==> config.mk <==
export PLATFORM = sky130hd
export DESIGN_NAME = seq_mult
export DESIGN_NICKNAME = d
export VERILOG_FILES = /design/src/rtl/seq_mult.sv
export SDC_FILE = /design/constraint.sdc
export NUM_CORES = 1
export LEC_CHECK = 0
export ABC_AREA = 1
export BUFFER_PORTS_ARGS = -buffer_cell sky130_fd_sc_hd__clkbuf_2
export CAP_MARGIN = 30
export CORE_AREA = 2 2 75 77
export CTS_BUF_LIST = sky130_fd_sc_hd__clkbuf_2 sky130_fd_sc_hd__clkbuf_4 sky130_fd_sc_hd__clkbuf_8
export DETAILED_ROUTE_END_ITERATION = 8
export DIE_AREA = 0 0 77 79
export PLACE_DENSITY = 0.7
export SLEW_MARGIN = 20
export SYNTH_ARGS = -nofsm -noshare
export SYNTH_HDL_FRONTEND = slang
export SYNTH_SLANG_ARGS = --single-unit
==> constraint.sdc <==
create_clock -name clk -period 4.5 [get_ports clk]
set_input_delay 0.9 -clock clk [delete_from_list [all_inputs] [get_ports clk]]
set_output_delay 0.9 -clock clk [all_outputs]
set_load 0.005 [all_outputs]
==> src/rtl/seq_mult.sv <==
// seq_mult: sequential shift-add multiplier with valid/ready handshakes.
// It multiplies an INPUT1_WIDTH multiplicand by an INPUT2_WIDTH multiplier,
// one multiplier bit per clock, in signed (two's complement) or unsigned mode.
// The full-width product is held in z until the sink accepts it.
// Signed products are formed from operand magnitudes and negated at the end,
// so the unsigned datapath handles both modes.

module seq_mult #(
  parameter int INPUT1_WIDTH = 4,
  parameter int INPUT2_WIDTH = 5,
  parameter bit SIGNED_EN    = 1'b1
) (
  input  logic                                 clk,
  input  logic                                 rst_n,
  input  logic                                 in_valid,
  output logic                                 in_ready,
  input  logic                                 signed_mode,
  input  logic [INPUT1_WIDTH-1:0]              x,
  input  logic [INPUT2_WIDTH-1:0]              y,
  output logic                                 out_valid,
  input  logic                                 out_ready,
  output logic [INPUT1_WIDTH+INPUT2_WIDTH-1:0] z,
  output logic                                 z_signed,
  output logic                                 busy
);

  localparam int W  = INPUT1_WIDTH + INPUT2_WIDTH;
  localparam int CW = $clog2(INPUT2_WIDTH + 1);
  localparam logic [CW-1:0] LAST_COUNT = CW'(INPUT2_WIDTH - 1);

  typedef enum logic [1:0] {
    IDLE = 2'd0,
    BUSY = 2'd1,
    DONE = 2'd2
  } state_t;

  state_t                  state;
  logic [W-1:0]            mcand;
  logic [INPUT2_WIDTH:0]   mplier;
  logic [W-1:0]            acc;
  logic [CW-1:0]           count;
  logic                    neg;
  logic                    sgn;

  logic                    eff_signed;
  logic [INPUT1_WIDTH:0]   x_mag;
  logic [INPUT2_WIDTH:0]   y_mag;
  logic [W-1:0]            partial;
  logic [W-1:0]            acc_next;

  // Handshake flags come straight from the state register, never from inputs.
  assign in_ready  = (state == IDLE);
  assign out_valid = (state == DONE);
  assign busy      = (state == BUSY);

  // Operand magnitudes (one extra bit so the most negative value is exact)
  // and the next accumulator value for the current multiplier bit.
  always_comb begin
    eff_signed = SIGNED_EN && signed_mode;
    x_mag      = {1'b0, x};
    y_mag      = {1'b0, y};
    if (eff_signed && x[INPUT1_WIDTH-1]) begin
      x_mag = (~{1'b1, x}) + {{INPUT1_WIDTH{1'b0}}, 1'b1};
    end
    if (eff_signed && y[INPUT2_WIDTH-1]) begin
      y_mag = (~{1'b1, y}) + {{INPUT2_WIDTH{1'b0}}, 1'b1};
    end
    partial  = mplier[0] ? (mcand << count) : '0;
    acc_next = acc + partial;
  end

  // Control FSM and datapath: capture in IDLE, one shift-add per BUSY cycle,
  // hold the product in DONE until the sink takes it.
  always_ff @(posedge clk or negedge rst_n) begin
    if (!rst_n) begin
      state    <= IDLE;
      mcand    <= '0;
      mplier   <= '0;
      acc      <= '0;
      count    <= '0;
      neg      <= 1'b0;
      sgn      <= 1'b0;
      z        <= '0;
      z_signed <= 1'b0;
    end else begin
      case (state)
        IDLE: begin
          if (in_valid) begin
            mcand  <= W'(x_mag);
            mplier <= y_mag;
            acc    <= '0;
            count  <= '0;
            neg    <= eff_signed && (x[INPUT1_WIDTH-1] ^ y[INPUT2_WIDTH-1]);
            sgn    <= eff_signed;
            state  <= BUSY;
          end
        end
        BUSY: begin
          acc    <= acc_next;
          mplier <= mplier >> 1;
          count  <= count + CW'(1);
          if (count == LAST_COUNT) begin
            z        <= neg ? -acc_next : acc_next;
            z_signed <= sgn;
            state    <= DONE;
          end
        end
        DONE: begin
          if (out_ready) begin
            state <= IDLE;
          end
        end
        default: begin
          state <= IDLE;
        end
      endcase
    end
  end

endmodule

==> impl_metrics.env <==
export IMPL_wirelength_um=5531
export IMPL_yosysSeqAreaShare_pct=37.20
export IMPL_fin_cells=457
export IMPL_synthesis_area_mm2=0.002489
export IMPL_clockRootBuffer="clkbuf_8"
export IMPL_maxCapViolCount=0
export IMPL_antenna_found_initial=0
export IMPL_crit_fanout=5
export IMPL_fmax_mhz=362.1
export IMPL_muxShareOfSynthArea_pct=0
export IMPL_grt_usage_pct=19.58
export IMPL_ant_nets=0
export IMPL_path_buf_inv=3
export IMPL_status="complete, no violations"
export IMPL_routedWlPerCell_um=12.10
export IMPL_syn_avg_cell_area_um2=6.991
export IMPL_synthCells=356
export IMPL_rsz0062_at_grt="false"
export IMPL_finalInstanceArea_mm2=0.002805
export IMPL_drt_iter0_drc=100
export IMPL_synthAdderAreaFrac_pct=7.340
export IMPL_grt_pass1_vias=2064
export IMPL_synth_xor_area_share_pct=1.760
export IMPL_finalNetCount=412
export IMPL_place_area_mm2=0.002673
export IMPL_synth_edf_count=0
export IMPL_final_hold_violation_count=0
export IMPL_cts_resized_gates=0
export IMPL_io_pins=27
export IMPL_critPathSlowestCell="fa_1"
export IMPL_cts_path_max_buffers=2
export IMPL_syn_nets=384
export IMPL_final_layout_size_suffix_gt1_share_pct=11.43
export IMPL_setup_viol=0
export IMPL_grt_pass1_wl_um=9453
export IMPL_cpMostUsedCell="nor2_1"
export IMPL_vias=2322
export IMPL_crit_arrival_ps=2950
export IMPL_period_minus_slack_ps=2762
export IMPL_crit_required_ps=4690
export IMPL_grt_max_degree=38
export IMPL_finalPower_mw=1.988
export IMPL_place_gp_congestion=0.8555
export IMPL_grt_ovfl_total=0
export IMPL_worstMarginPinSlew_ps=665.7
export IMPL_numCtsBuffers=5
export IMPL_synth_compound_area_share_pct=12.97
export IMPL_peakVddDrop_mv=0.3470
export IMPL_antennaDiodeCount=0
export IMPL_dieArea_mm2=0.006083
export IMPL_synth_top_family_by_area="simple AND/OR/NAND/NOR gates"
export IMPL_port_buffers=26
export IMPL_die_h_um=79
export IMPL_cts_tree="yes"
export IMPL_coreArea_mm2=0.005338
export IMPL_worstSetupPathType="flip-flop to flip-flop"
export IMPL_p_per_area_mw_per_mm2=708.5
export IMPL_slew_violations=0
export IMPL_mostFrequentLayoutCell="nand2_1"
export IMPL_synth_simple_gate_area_share_pct=31.02
export IMPL_cts_setup_buffers=0
export IMPL_fp_row_count=27
export IMPL_critPathMaxStageDelay_ps=440
export IMPL_clkSinkCount=37
export IMPL_postCtsHoldBufs=0
export IMPL_synthArstFlopShare_pct=100.0
export IMPL_finClkSkew_ps=3.857
export IMPL_period_share_pct=61.38
export IMPL_power_leakage_nw=1.516
export IMPL_path_cells="nor2_1 -> inv_1 -> nor2_1 -> ha_1 -> fa_1 -> inv_1 -> ha_1 -> inv_1 -> nor2_1 -> nand3_1 -> nor2_1 -> nand2_1 -> nand2_1 -> nand3_1 -> nand3_1 -> nand2_1"
export IMPL_critPathCaptureType="flip-flop"
export IMPL_drc_errors=0
export IMPL_clk_latency_ps=290
export IMPL_dp_cells=448
export IMPL_setup_tns_ps=0
export IMPL_fp_dieW_um=77
export IMPL_nFillCells=555
export IMPL_ys_types=30
export IMPL_synth_seq_cells=37
export IMPL_viasPerCell=5.081
export IMPL_ctsHtreeMaxLevel=2
export IMPL_area_growth_pct=12.72
export IMPL_startpoint_type="flip-flop"
export IMPL_maxSlewHeadroom_pct=55.46
export IMPL_ys_flop_type="dfrtp_1"
export IMPL_clkTransAtPathRegs_ps=80
export IMPL_yosysWarnings=0
export IMPL_initial_core_util_pct=46.62
export IMPL_crit_family="simple AND/OR/NAND/NOR gates"
export IMPL_layout_common_cells="nand2_1 (109), inv_1 (49), nand3_1 (37), dfrtp_1 (37), nor2_1 (32)"
export IMPL_drt_first_pass_iters=4
export IMPL_hp_class="flip-flop to flip-flop"
export IMPL_postLayoutCoreUtil_pct=52.56
export IMPL_hpwlAfterDp_um=4262
## cells by family after synthesis
family	count (synthesis)
simple gates	185
flops	37
buf+inv	59
xor+xnor	5
fa+ha+maj	14
compound gates	56
## worst min-delay path, stage by stage (launching register included)
cell     delay [ps]
dfrtp_1         350
nand2_1          50
nand2_1          50
## power by group
part	internal, mW	total [mW]	switching, mW
clock network	0.166	0.295	0.129
logic	0.381	1.12	0.741
registers	0.470	0.571	0.101
total	1.02	1.99	0.970
## Yosys cell counts, types with 4 or more instances
| cell | instances | share of area [%] |
|---|---|---|
| o22ai_1 | 4 | 1.0 |
| inv_1 | 49 | 7.4 |
| nand2_1 | 109 | 16 |
| dfrtp_1 | 37 | 37 |
| a21oi_1 | 7 | 1.4 |
| nor2_1 | 32 | 4.8 |
| o31ai_1 | 4 | 1.2 |
| nand3_1 | 37 | 7.4 |
| xnor2_1 | 4 | 1.4 |
| o21ai_0 | 30 | 6.0 |
| ha_1 | 13 | 6.5 |
## area by class of cell
class                           instances  area, um2  share of cell area [%]
Multi-Input combinational cell        260       1321                   47.10
Sequential cell                        37      925.9                   33.01
Inverter                               52      197.7                   7.047
Timing Repair Buffer                   28      157.7                   5.620
Tap cell                               72      90.09                   3.211
Clock buffer                            5      68.82                   2.453
Clock inverter                          3      43.79                   1.561
## path summary, 6_finish.rpt
check | cells after the start | slack [ps] | end | from
max in group asynchronous | 2 | 3550 | acc[1]$_DFFE_PN0P_ | rst_n
min | 2 | 480 | z[6]$_DFFE_PN0P_ | z[6]$_DFFE_PN0P_
min reg2reg | 2 | 480 | z[6]$_DFFE_PN0P_ | z[6]$_DFFE_PN0P_
max reg2reg | 16 | 1740 | z[8]$_DFFE_PN0P_ | count[2]$_DFFE_PN0P_
min in group asynchronous | 1 | 500 | acc[6]$_DFFE_PN0P_ | rst_n
max | 16 | 1740 | z[8]$_DFFE_PN0P_ | count[2]$_DFFE_PN0P_
## metal layers
metal	up-vias	GRT usage [%]	part of all wire, %
li1	1208	-	-
met1	1053	24.80	47
met2	49	33.77	47
met3	12	3.523	3.7
met4	0	6.964	2.4
met5	-	0	0
## flip-flops by register name, summed over array words and instances, names as in the netlist
name,cells
state,2
neg,1
sgn,1
mplier,6
acc,9
z,9
mcand,5
count,3
z_signed,1
## per-stage QoR
step                      worst slack [ps]  hold WS, ps
after floorplan                       1951        436.6
after global placement                1876        462.4
after detailed placement              1805        465.1
after CTS                             1744        487.1
after global routing                  1438        500.9
final                                 1738        478.6
Note: power is estimated with default switching activity, not from simulation.
